===== src/rtl/circuit4_sched.sv =====
// circuit4_sched: resource-shared multi-cycle circuit4 with one add/sub unit and one comparator.
// A start in IDLE latches a, b, c; done pulses with registered x, z six edges later.
module circuit4_sched #(
    parameter int DATAWIDTH = 64,
    parameter int OUTWIDTH  = 32
) (
    input  logic                        Clk,
    input  logic                        Rst,
    input  logic                        start,
    input  logic signed [DATAWIDTH-1:0] a,
    input  logic signed [DATAWIDTH-1:0] b,
    input  logic signed [DATAWIDTH-1:0] c,
    output logic                        busy,
    output logic                        done,
    output logic signed [OUTWIDTH-1:0]  x,
    output logic signed [OUTWIDTH-1:0]  z
);
    typedef enum logic [2:0] {IDLE, CALC_D, CALC_E, CALC_F, COMPARE, SELECT, WRITE} state_t;
    state_t state;
    logic signed [DATAWIDTH-1:0] a_r, b_r, c_r, d, e, f, g, h;
    logic signed [DATAWIDTH-1:0] op_b, alu, g_n, x_n, z_n;
    logic lt, eq;
    // Shared add/sub: second operand and op select come from the state.
    assign op_b = state == CALC_E ? c_r : b_r;
    assign alu  = state == CALC_F ? a_r - op_b : a_r + op_b;
    assign g_n  = lt ? d : e;
    assign x_n  = lt ? h <<< 1 : h;
    assign z_n  = eq ? g >>> 1 : g;
    assign busy = state != IDLE;
    always_ff @(posedge Clk or negedge Rst) begin
        if (!Rst) begin
            state <= IDLE;
            done  <= 1'b0;
            x     <= '0;
            z     <= '0;
            a_r   <= '0;
            b_r   <= '0;
            c_r   <= '0;
            d     <= '0;
            e     <= '0;
            f     <= '0;
            g     <= '0;
            h     <= '0;
            lt    <= 1'b0;
            eq    <= 1'b0;
        end else begin
            done <= 1'b0;
            case (state)
                IDLE: if (start) begin
                    a_r   <= a;
                    b_r   <= b;
                    c_r   <= c;
                    state <= CALC_D;
                end
                CALC_D: begin
                    d     <= alu;
                    state <= CALC_E;
                end
                CALC_E: begin
                    e     <= alu;
                    state <= CALC_F;
                end
                CALC_F: begin
                    f     <= alu;
                    state <= COMPARE;
                end
                COMPARE: begin
                    lt    <= d < e;
                    eq    <= d == e;
                    state <= SELECT;
                end
                SELECT: begin
                    g     <= g_n;
                    h     <= eq ? g_n : f;
                    state <= WRITE;
                end
                WRITE: begin
                    x     <= x_n[OUTWIDTH-1:0];
                    z     <= z_n[OUTWIDTH-1:0];
                    done  <= 1'b1;
                    state <= IDLE;
                end
                default: state <= IDLE;
            endcase
        end
    end
endmodule


===== config.mk =====
export PLATFORM = sky130hd
export DESIGN_NAME = circuit4_sched
export DESIGN_NICKNAME = d
export VERILOG_FILES = /design/src/rtl/circuit4_sched.sv
export SDC_FILE = /design/constraint.sdc
export NUM_CORES = 1
export LEC_CHECK = 0
export BUFFER_PORTS_ARGS = -buffer_cell sky130_fd_sc_hd__buf_4
export CORE_AREA = 3 3 236 238
export CTS_BUF_LIST = sky130_fd_sc_hd__clkbuf_8
export DETAILED_ROUTE_END_ITERATION = 8
export DIE_AREA = 0 0 239 241
export GPL_TIMING_DRIVEN = 0
export PLACE_DENSITY = 0.79
export SLEW_MARGIN = 20
export SYNTH_ARGS = -nofsm -noshare
export SYNTH_HDL_FRONTEND = slang
export SYNTH_SLANG_ARGS = --single-unit

===== constraint.sdc =====
create_clock -name Clk -period 9.79 [get_ports Clk]
set_clock_uncertainty 0.1 [all_clocks]
set_input_delay 0.979 -clock Clk [delete_from_list [all_inputs] [get_ports Clk]]
set_output_delay 0.979 -clock Clk [all_outputs]
set_load 0.02 [all_outputs]

==> Word-level counts from Yosys, hierarchy flattened <==
Index checks and enable logic that the tools add are counted.
W data, S select, Z words.
{ "classes": {"n_addsub": 2, "magnitude_cmp": 1, "n_eq_ne": 8, "mux": 9, "reduce_logical": 3} }
{ "ops": {"columns": ["cell", "n"], "rows": [
  ["$mux W64", 2],
  ["$mux W32", 3],
  ["$add A64 B64 Y64", 1],
  ["$eq A64 B64 Y1", 1],
  ["$lt A64 B64 Y1", 1],
  ["$sub A64 B64 Y64", 1],
  ["$mux W33", 1],
  ["$pmux W3 S6", 1],
  ["$eq A3 B3 Y1 const B", 3],
  ["$eq A3 B2 Y1 const B", 2],
  ["$eq A3 B1 Y1 const B", 1],
  ["$logic_not A3 Y1", 1],
  ["$mux W3", 1],
  ["$reduce_bool A3 Y1", 1],
  ["$ne A2 B2 Y1 const B", 1],
  ["$reduce_and A2 Y1", 1],
  ["$mux W1", 1]
]} }
{ "word_totals": {"register_bits": 487, "in_bits": 195, "output_inout_bits": 66, "wordCells": 37} }

==> Longest topological paths before layout <==
Gate-level depths: netlist (run 1).
{ "logic_depth": {"word_depth": 4, "mapped_depth": 23, "ltp_nobuf": 19} }

==> Worst setup path after synthesis (run 1) <==
OpenSTA, ideal clock, no wires.
{ "synth_path": {"kind": "register to register", "start": "register state[2]", "end": "register d[56]", "setup_time_ns": 0.131, "arrival_ns": 5.026, "setup_slack_ns": 4.533, "path_stages_with_launch": 22, "path_cell_list": "dfrtp_1 -> buf_2 -> nor3b_1 -> buf_2 -> buf_2 -> buf_2 -> buf_1 -> buf_2 -> nand2_1 -> nand2_1 -> ha_1 -> inv_1 -> fa_1 -> a211oi_1 -> o21ai_0 -> a32oi_1 -> o211ai_1 -> a21boi_1 -> a21oi_1 -> a311oi_1 -> nor4_1 -> or3_1"} }
{ "synth_between": {"elab_chain_cells": 4, "word_cells_on_any_way": 7, "classes_between": "add/sub (2); eq/ne (3); mux (2)"} }
{ "synth_rtl": {"columns": ["item", "line", "rtl"], "rows": [
  ["start: declaration", "19", "state_t state;"],
  ["start signal: assignment", "32", "state <= IDLE;"],
  ["start signal: assignment", "53", "state <= CALC_D;"],
  ["start signal: assignment", "57", "state <= CALC_E;"],
  ["$eq A3 B2 Y1", "24", "assign op_b = state == CALC_E ? c_r : b_r;"],
  ["$mux W64", "24", null],
  ["$add A64 B64 Y64 / $sub A64 B64 Y64 (equally long branches)", "25", "assign alu = state == CALC_F ? a_r - op_b : a_r + op_b;"],
  ["$mux W64", "25", null],
  ["end signal: assignment", "56", "d <= alu;"],
  ["end: declaration", "20", "logic signed [DATAWIDTH-1:0] a_r, b_r, c_r, d, e, f, g, h;"]
]} }
Parallel ways exist; a longest one is shown, timed or not.
A chain may end at the register's enable or synchronous reset.

==> Worst setup path in the final report (run 1) <==
{ "layout_path": {"start": "register state[0]", "end": "register d[56]"} }
The elaborated chain is that of the path after synthesis.

==> results of run 1 <==
cell type report:
class                      instances  area, µm²
timing repair buffer             266       2100
clock inverter                    40        226
fill                            4597      22300
tap                              696        871
multi-input combinational       2036      13700
inverter                          92        345
sequential                       487      12200
antenna                            2       5.00
buffer                           154        599
clock buffer                     107       1470
critical path, delay by kind of cell (launching register included):
family | cells | cell delay (ps)
buffers and inverters | 8 | 4010
adders and majority gates | 1 | 320
and+or+nand+nor | 4 | 670
AOI/OAI and AO/OA | 8 | 2670
DFF | 1 | 340
worst paths after layout:
| kind | depth (start not counted) | slack [ps] | end | startpoint |
|---|---|---|---|---|
| max | 21 | 1540 | d[56] | state[0] |
| min | 1 | 130 | x[7] | Rst |
| max reg2reg | 21 | 1540 | d[56] | state[0] |
| max in group asynchronous | 4 | 7800 | a_r[45] | Rst |
| min in group Clk | 2 | 370 | e[46] | e[46] |
| min reg2reg | 2 | 370 | e[46] | e[46] |
registers in the layout, indices dropped and copies added (netlist names):
| name | count |
|---|---|
| a_r | 64 |
| b_r | 64 |
| c_r | 64 |
| d | 64 |
| done | 1 |
| e | 64 |
| eq | 1 |
| f | 32 |
| g | 33 |
| h | 32 |
| lt | 1 |
| state | 3 |
| x | 32 |
| z | 32 |
stage by stage:
stage / hold slack [ps] / setup WS, ps
detailed placement: 367 / 1770
CTS: 101 / 1720
global placement: 357 / 1800
finish: 127 / 1540
floorplan: 340 / 4530
global route: 146 / 1370
layer usage:
layer  global-route usage, %  share of wire (%)  vias to the layer above
met5                       0              0.014                        -
met4                    10.4                3.6                        2
met3                    4.30                6.5                      187
met2                    44.5                 47                      880
met1                    36.1                 43                    10815
li1                        -                  -                    10491
placed cells by master (no fill, tap or decap), types with 7 or more instances in the layout:
master	count
a211oi_1	8
a21boi_0	7
a21o_1	33
a21oi_1	122
a31oi_1	13
and2_1	7
and3_1	7
buf_1	15
buf_2	11
buf_4	260
clkbuf_1	127
clkbuf_8	107
clkinv_2	8
dfrtp_1	487
ha_1	127
inv_1	118
mux2_2	194
mux2i_1	155
nand2_1	432
nand3_1	31
nand4_1	39
nor2_1	100
nor2b_1	12
nor3_1	72
nor4_1	18
o211ai_1	12
o21a_1	11
o21ai_0	373
o21bai_1	22
o31ai_1	11
or3_1	19
or4_1	8
xnor2_1	61
xor2_1	59
cell families after synthesis:
| family | Yosys count | share of synthesized area [%] |
|---|---|---|
| buffers and inverters | 246 | 3.52 |
| multiplexers | 349 | 13.9 |
| adder cells (fa/ha/maj) | 128 | 6.00 |
| flip-flops | 487 | 45.4 |
| XOR/XNOR | 120 | 3.92 |
| AO/OA/AOI/OAI | 664 | 14.3 |
| AND/OR/NAND/NOR | 775 | 12.9 |
==> flow_summary.yaml, run 1 <==
layout:
  area_growth_pct: 17.5
  drive_gt1_share_pct: 19.1
  layout.nets: 3443
  final_util_pct: 58.5
  fin_cells: 3880
  design_area_um2: 31500
routing:
  num_vias: 22375
  firstDrtPassIters: 6
  drtIter0Drc: 2151
  post_drt_wl_per_cell_um: 20.2
  route.detailed.drc: 0
  vias_per_cell: 5.77
  routed_wl_mm: 78.4
  drtAntennaViolNets: 0
worst_hold_path:
  min_path_type: "in2async"
timing:
  worstMarginPinSlew_ps: 1090
  fmax_mhz: 121
  maxSlewHeadroom_pct: 27.1
  rsz0062_at_grt: "no"
  fin_setup_tns_ps: 0
  final_hold_viol_count: 0
  drv_slew: 0
  post-route-min-period_ps: 8250
  setup_viol: 0
  fin_crit_sh_pct: 84.3
worst_setup_path:
  critPathLaunchType: "flip-flop"
  cpMostUsedCell: "clkbuf_1"
  cp.required_ps: 10250
  slowest_delay_ps: 840
  crit_type: "reg2reg"
  cp_max_fo: 10
  path_cells: "buf_6 > or3b_1 > buf_2 > clkbuf_1 > clkbuf_1 > clkbuf_1 > clkbuf_1 > clkbuf_1 > clkbuf_1 > nand2_1 > o21ai_0 > ha_1 > a211oi_1 > o21ai_0 > a32oi_1 > o211ai_1 > a21boi_1 > a21oi_1 > a311oi_1 > nor4_1 > or3_1"
  end_kind: "flip-flop"
  arrival_ps: 8720
  crit_slowest_cell: "a311oi_1"
logic_synthesis:
  synth_cells: 2769
  synth_top_area_share_pct: 45.4
  synthTopCellsByCount: "dfrtp_1, nand2_1, o21ai_0, mux2_2, mux2i_1"
  synth_area_per_cell_um2: 9.69
  ys_ff_latch: 487
  synth_edf_count: 0
  ys_warn_count: 0
  synth_largest_area_cell: "dfrtp_1"
  synth_most_common_cell: "dfrtp_1"
  yosysUniqueCellTypes: 71
  synth-seq-area-share_pct: 45.4
  synth_nets: 3092
  synthArstFlopShare_pct: 100
  netlist_area_um2: 26800
  synth_ff_type: "dfrtp_1"
  synth.top_cells.by_area: "dfrtp_1, mux2_2, o21ai_0"
place:
  placed_area_um2: 29800
  dpl.hpwl_mm: 60.7
  gp_congestion: 0.948
  dp.cells: 3731
  io_buffers: 260
cts:
  cts_tree: "yes"
  cts_resized: 0
  numCtsBuffers: 83
  clkSinkCount: 487
  max-clock-path-buffers: 3
  path_clk_slew_ps: 60
  ctsHtreeMaxLevel: 3
  clk_latency_ps: 700
  cts-root-buf: "clkbuf_8"
  cts_setup_buffers: 0
  holdBufCountCts: 0
global_route:
  grtUsageTotal_pct: 27.0
  grt_pass1_wl_mm: 121
  grt_max_degree: 102
  grt_pass1_vias: 22013
  antenna_found_initial: 1
  grt_overflow: 0
die:
  start_util_pct: 49.8
  fp.dieW_um: 239
  dieArea_um2: 57600
  ios: 261
  fp-row-count: 85
  core_area_um2: 53800
  fp.dieH_um: 241
job:
  max-cap-violations: 0
status:
  status: "complete, no violations"
Power of run 1 is not shown: default switching activity piles up to over one toggle a cycle in this logic, so the estimate is an artifact.
==> run 2, diff against run 1 <==
- ABC_AREA: not set -> 1
- CORE_AREA: 3 3 236 238 -> 3 3 242 244
- DIE_AREA: 0 0 239 241 -> 0 0 245 247
- PLACE_DENSITY: 0.79 -> 0.78
- clock period: 9.79 -> 8.65 ns (I/O delays scaled with it)
==> run 2 against run 1 <==
First-iteration DRC count is 4.1% lower; cell count grew 26%; non-clock buffer count shrank 3; highest routed layer is now met4; flip-flop and latch count unchanged; critical path depth shrank 1; routed wire length is 20% higher; largest cell class unchanged; hold slack lost 91 ps; cell area is 4.8% higher; critical endpoint is now e[59].
==> flow_summary.yaml, run 2 <==
logic_synthesis:
  synth_cells: 3723
  synthTopCellsByCount: "nand2_1, dfrtp_1, nor2_1, inv_1, o21ai_0"
  synth_most_common_cell: "nand2_1"
  synth_ff_type: "dfrtp_1"
  netlist_area_um2: 28200
  muxShareOfSynthArea_pct: 3.12
  synth_compound_area_share_pct: 13.6
  synth-seq-area-share_pct: 43.2
  synth_top_family_by_area: "simple AND/OR/NAND/NOR gates"
  synth_area_per_cell_um2: 7.57
  synth_top_area_share_pct: 43.2
  yosysUniqueCellTypes: 45
  synthArstFlopShare_pct: 100
  synth-adder-area-share_pct: 5.71
  synth_nets: 4046
  yosys.area_share.xor_xnor_pct: 2.33
  synth_largest_area_cell: "dfrtp_1"
  synth.top_cells.by_area: "dfrtp_1, nand2_1, o21ai_0"
  synth_edf_count: 0
  ys_ff_latch: 487
  yosys.area_share.simple_pct: 24.5
  ys_warn_count: 0
worst_hold_path:
  min_path_type: "in2async"
routing:
  drtIter0Drc: 2063
  num_vias: 26469
  routed_wl_mm: 94.2
  post_drt_wl_per_cell_um: 19.3
  route.detailed.drc: 0
  vias_per_cell: 5.41
  firstDrtPassIters: 9
  drtAntennaViolNets: 0
worst_setup_path:
  critPathLaunchType: "flip-flop"
  crit_family: "simple AND/OR/NAND/NOR gates"
  arrival_ps: 6410
  crit_slowest_cell: "nor2_1"
  r2r_start: "state[0]"
  path_cells: "inv_2 > buf_2 > nor2_1 > inv_1 > clkbuf_1 > clkbuf_1 > nand4_1 > nand2_1 > ha_1 > nand2_1 > nor2_1 > inv_1 > nor3_1 > nand2_1 > nor3_1 > nand2_1 > nand2_1 > nand2_1 > nand3_1 > o21ai_0"
  cp_max_fo: 10
  reg2reg_depth: 20
  cp-startpoint: "state[0]"
  cp_num_buf_inv: 6
  end_kind: "flip-flop"
  cp.required_ps: 9060
  cpMostUsedCell: "nand2_1"
  worstSetupPathDepth: 20
  slowest_delay_ps: 720
  crit_type: "reg2reg"
timing:
  fmax_mhz: 167
  rsz0062_at_grt: "no"
  final_hold_viol_count: 0
  fin_setup_tns_ps: 0
  fin_crit_sh_pct: 69.3
  maxSlewHeadroom_pct: 33.5
  drv_slew: 0
  setup_viol: 0
  post-route-min-period_ps: 5990
  worstMarginPinSlew_ps: 998
die:
  ios: 261
  start_util_pct: 49.9
  fp.dieW_um: 245
  dieArea_um2: 60500
  core_area_um2: 56500
  fp-row-count: 87
  fp.dieH_um: 247
job:
  max-cap-violations: 0
cts:
  clk_latency_ps: 690
  cts-root-buf: "clkbuf_8"
  max-clock-path-buffers: 3
  path_clk_slew_ps: 60
  cts_setup_buffers: 0
  cts_resized: 0
  cts_tree: "yes"
  clkSinkCount: 487
  ctsHtreeMaxLevel: 3
  holdBufCountCts: 0
  numCtsBuffers: 81
global_route:
  grt_pass1_wl_mm: 145
  antenna_found_initial: 2
  grt_pass1_vias: 26182
  grt_max_degree: 97
  grt_overflow: 0
  grtUsageTotal_pct: 31.1
status:
  status: "complete, no violations"
place:
  dpl.hpwl_mm: 75.4
  gp_congestion: 1.00
  io_buffers: 260
layout:
  drive_gt1_share_pct: 13.2
  final_common_cell: "nand2_1"
  layout_common_cells: "nand2_1, dfrtp_1, nor2_1, inv_1, o21ai_0"
  layout.nets: 4394
  area_growth_pct: 17.1
[run 2: changes by cell type in the layout (fill, tap and decap cells not counted), sizes merged, moves of 26 or more]
| cell | previous run | this run |
|---|---|---|
| a31oi | 13 | 66 |
| inv | 122 | 424 |
| nor2 | 100 | 428 |
| nand2 | 432 | 987 |
| mux2i | 155 | 0 |
| xnor2 | 61 | 30 |
| mux2 | 194 | 78 |
| a21o | 33 | 7 |
| nand3 | 31 | 178 |
| nor3 | 72 | 22 |
| a21oi | 122 | 247 |
[run 2: path summary, 6_finish.rpt]
path / endpoint / slack [ps]
worst min-delay path: x[8] / 40
max in group asynchronous: b_r[45] / 6820
worst max register to register: e[59] / 2660
min in group Clk: a_r[16] / 310
worst min register to register: f[2] / 380
worst max-delay path: e[59] / 2660
[run 2: per-layer routing]
layer | track usage [%] | vias to the layer above | wire length, µm
li1 | - | 12799 | -
met1 | 39.5 | 12472 | 39400
met4 | 14.0 | 0 | 4230
met3 | 5.81 | 208 | 6420
met2 | 51.8 | 990 | 44100
met5 | 0 | - | 0
[run 2: layout make-up]
class                      count  area (µm²)
inverter                     397        1490
multi-input combinational   2687       13900
sequential                   487       12200
clock inverter                42         363
antenna                        2        5.00
fill                        5265       23500
timing repair buffer         265        2100
buffer                       152         648
tap                          756         946
clock buffer                 103        1420
[run 2: stage by stage]
step | setup slack [ps] | area [µm²] | hold WS [ps] | instances | utilization (%)
floorplan | 5020 | 28200 | 343 | 3723 | -
global placement | 1570 | 31100 | 360 | 4739 | 55.0
detailed placement | 2860 | 31200 | 362 | 4744 | 55.3
CTS | 2800 | 33000 | 0.740 | 4889 | 58.4
global route | 2530 | 33000 | 49.4 | 4890 | 58.5
finish | 2660 | 33000 | 36.1 | 4891 | 58.5
[run 2: kinds of logic after synthesis]
group	after synthesis
fa+ha+maj	128
xor+xnor	75
mux	78
compound gates	722
buf+inv	549
flops	487
simple gates	1684
Power of run 2 is left out for the same reason.
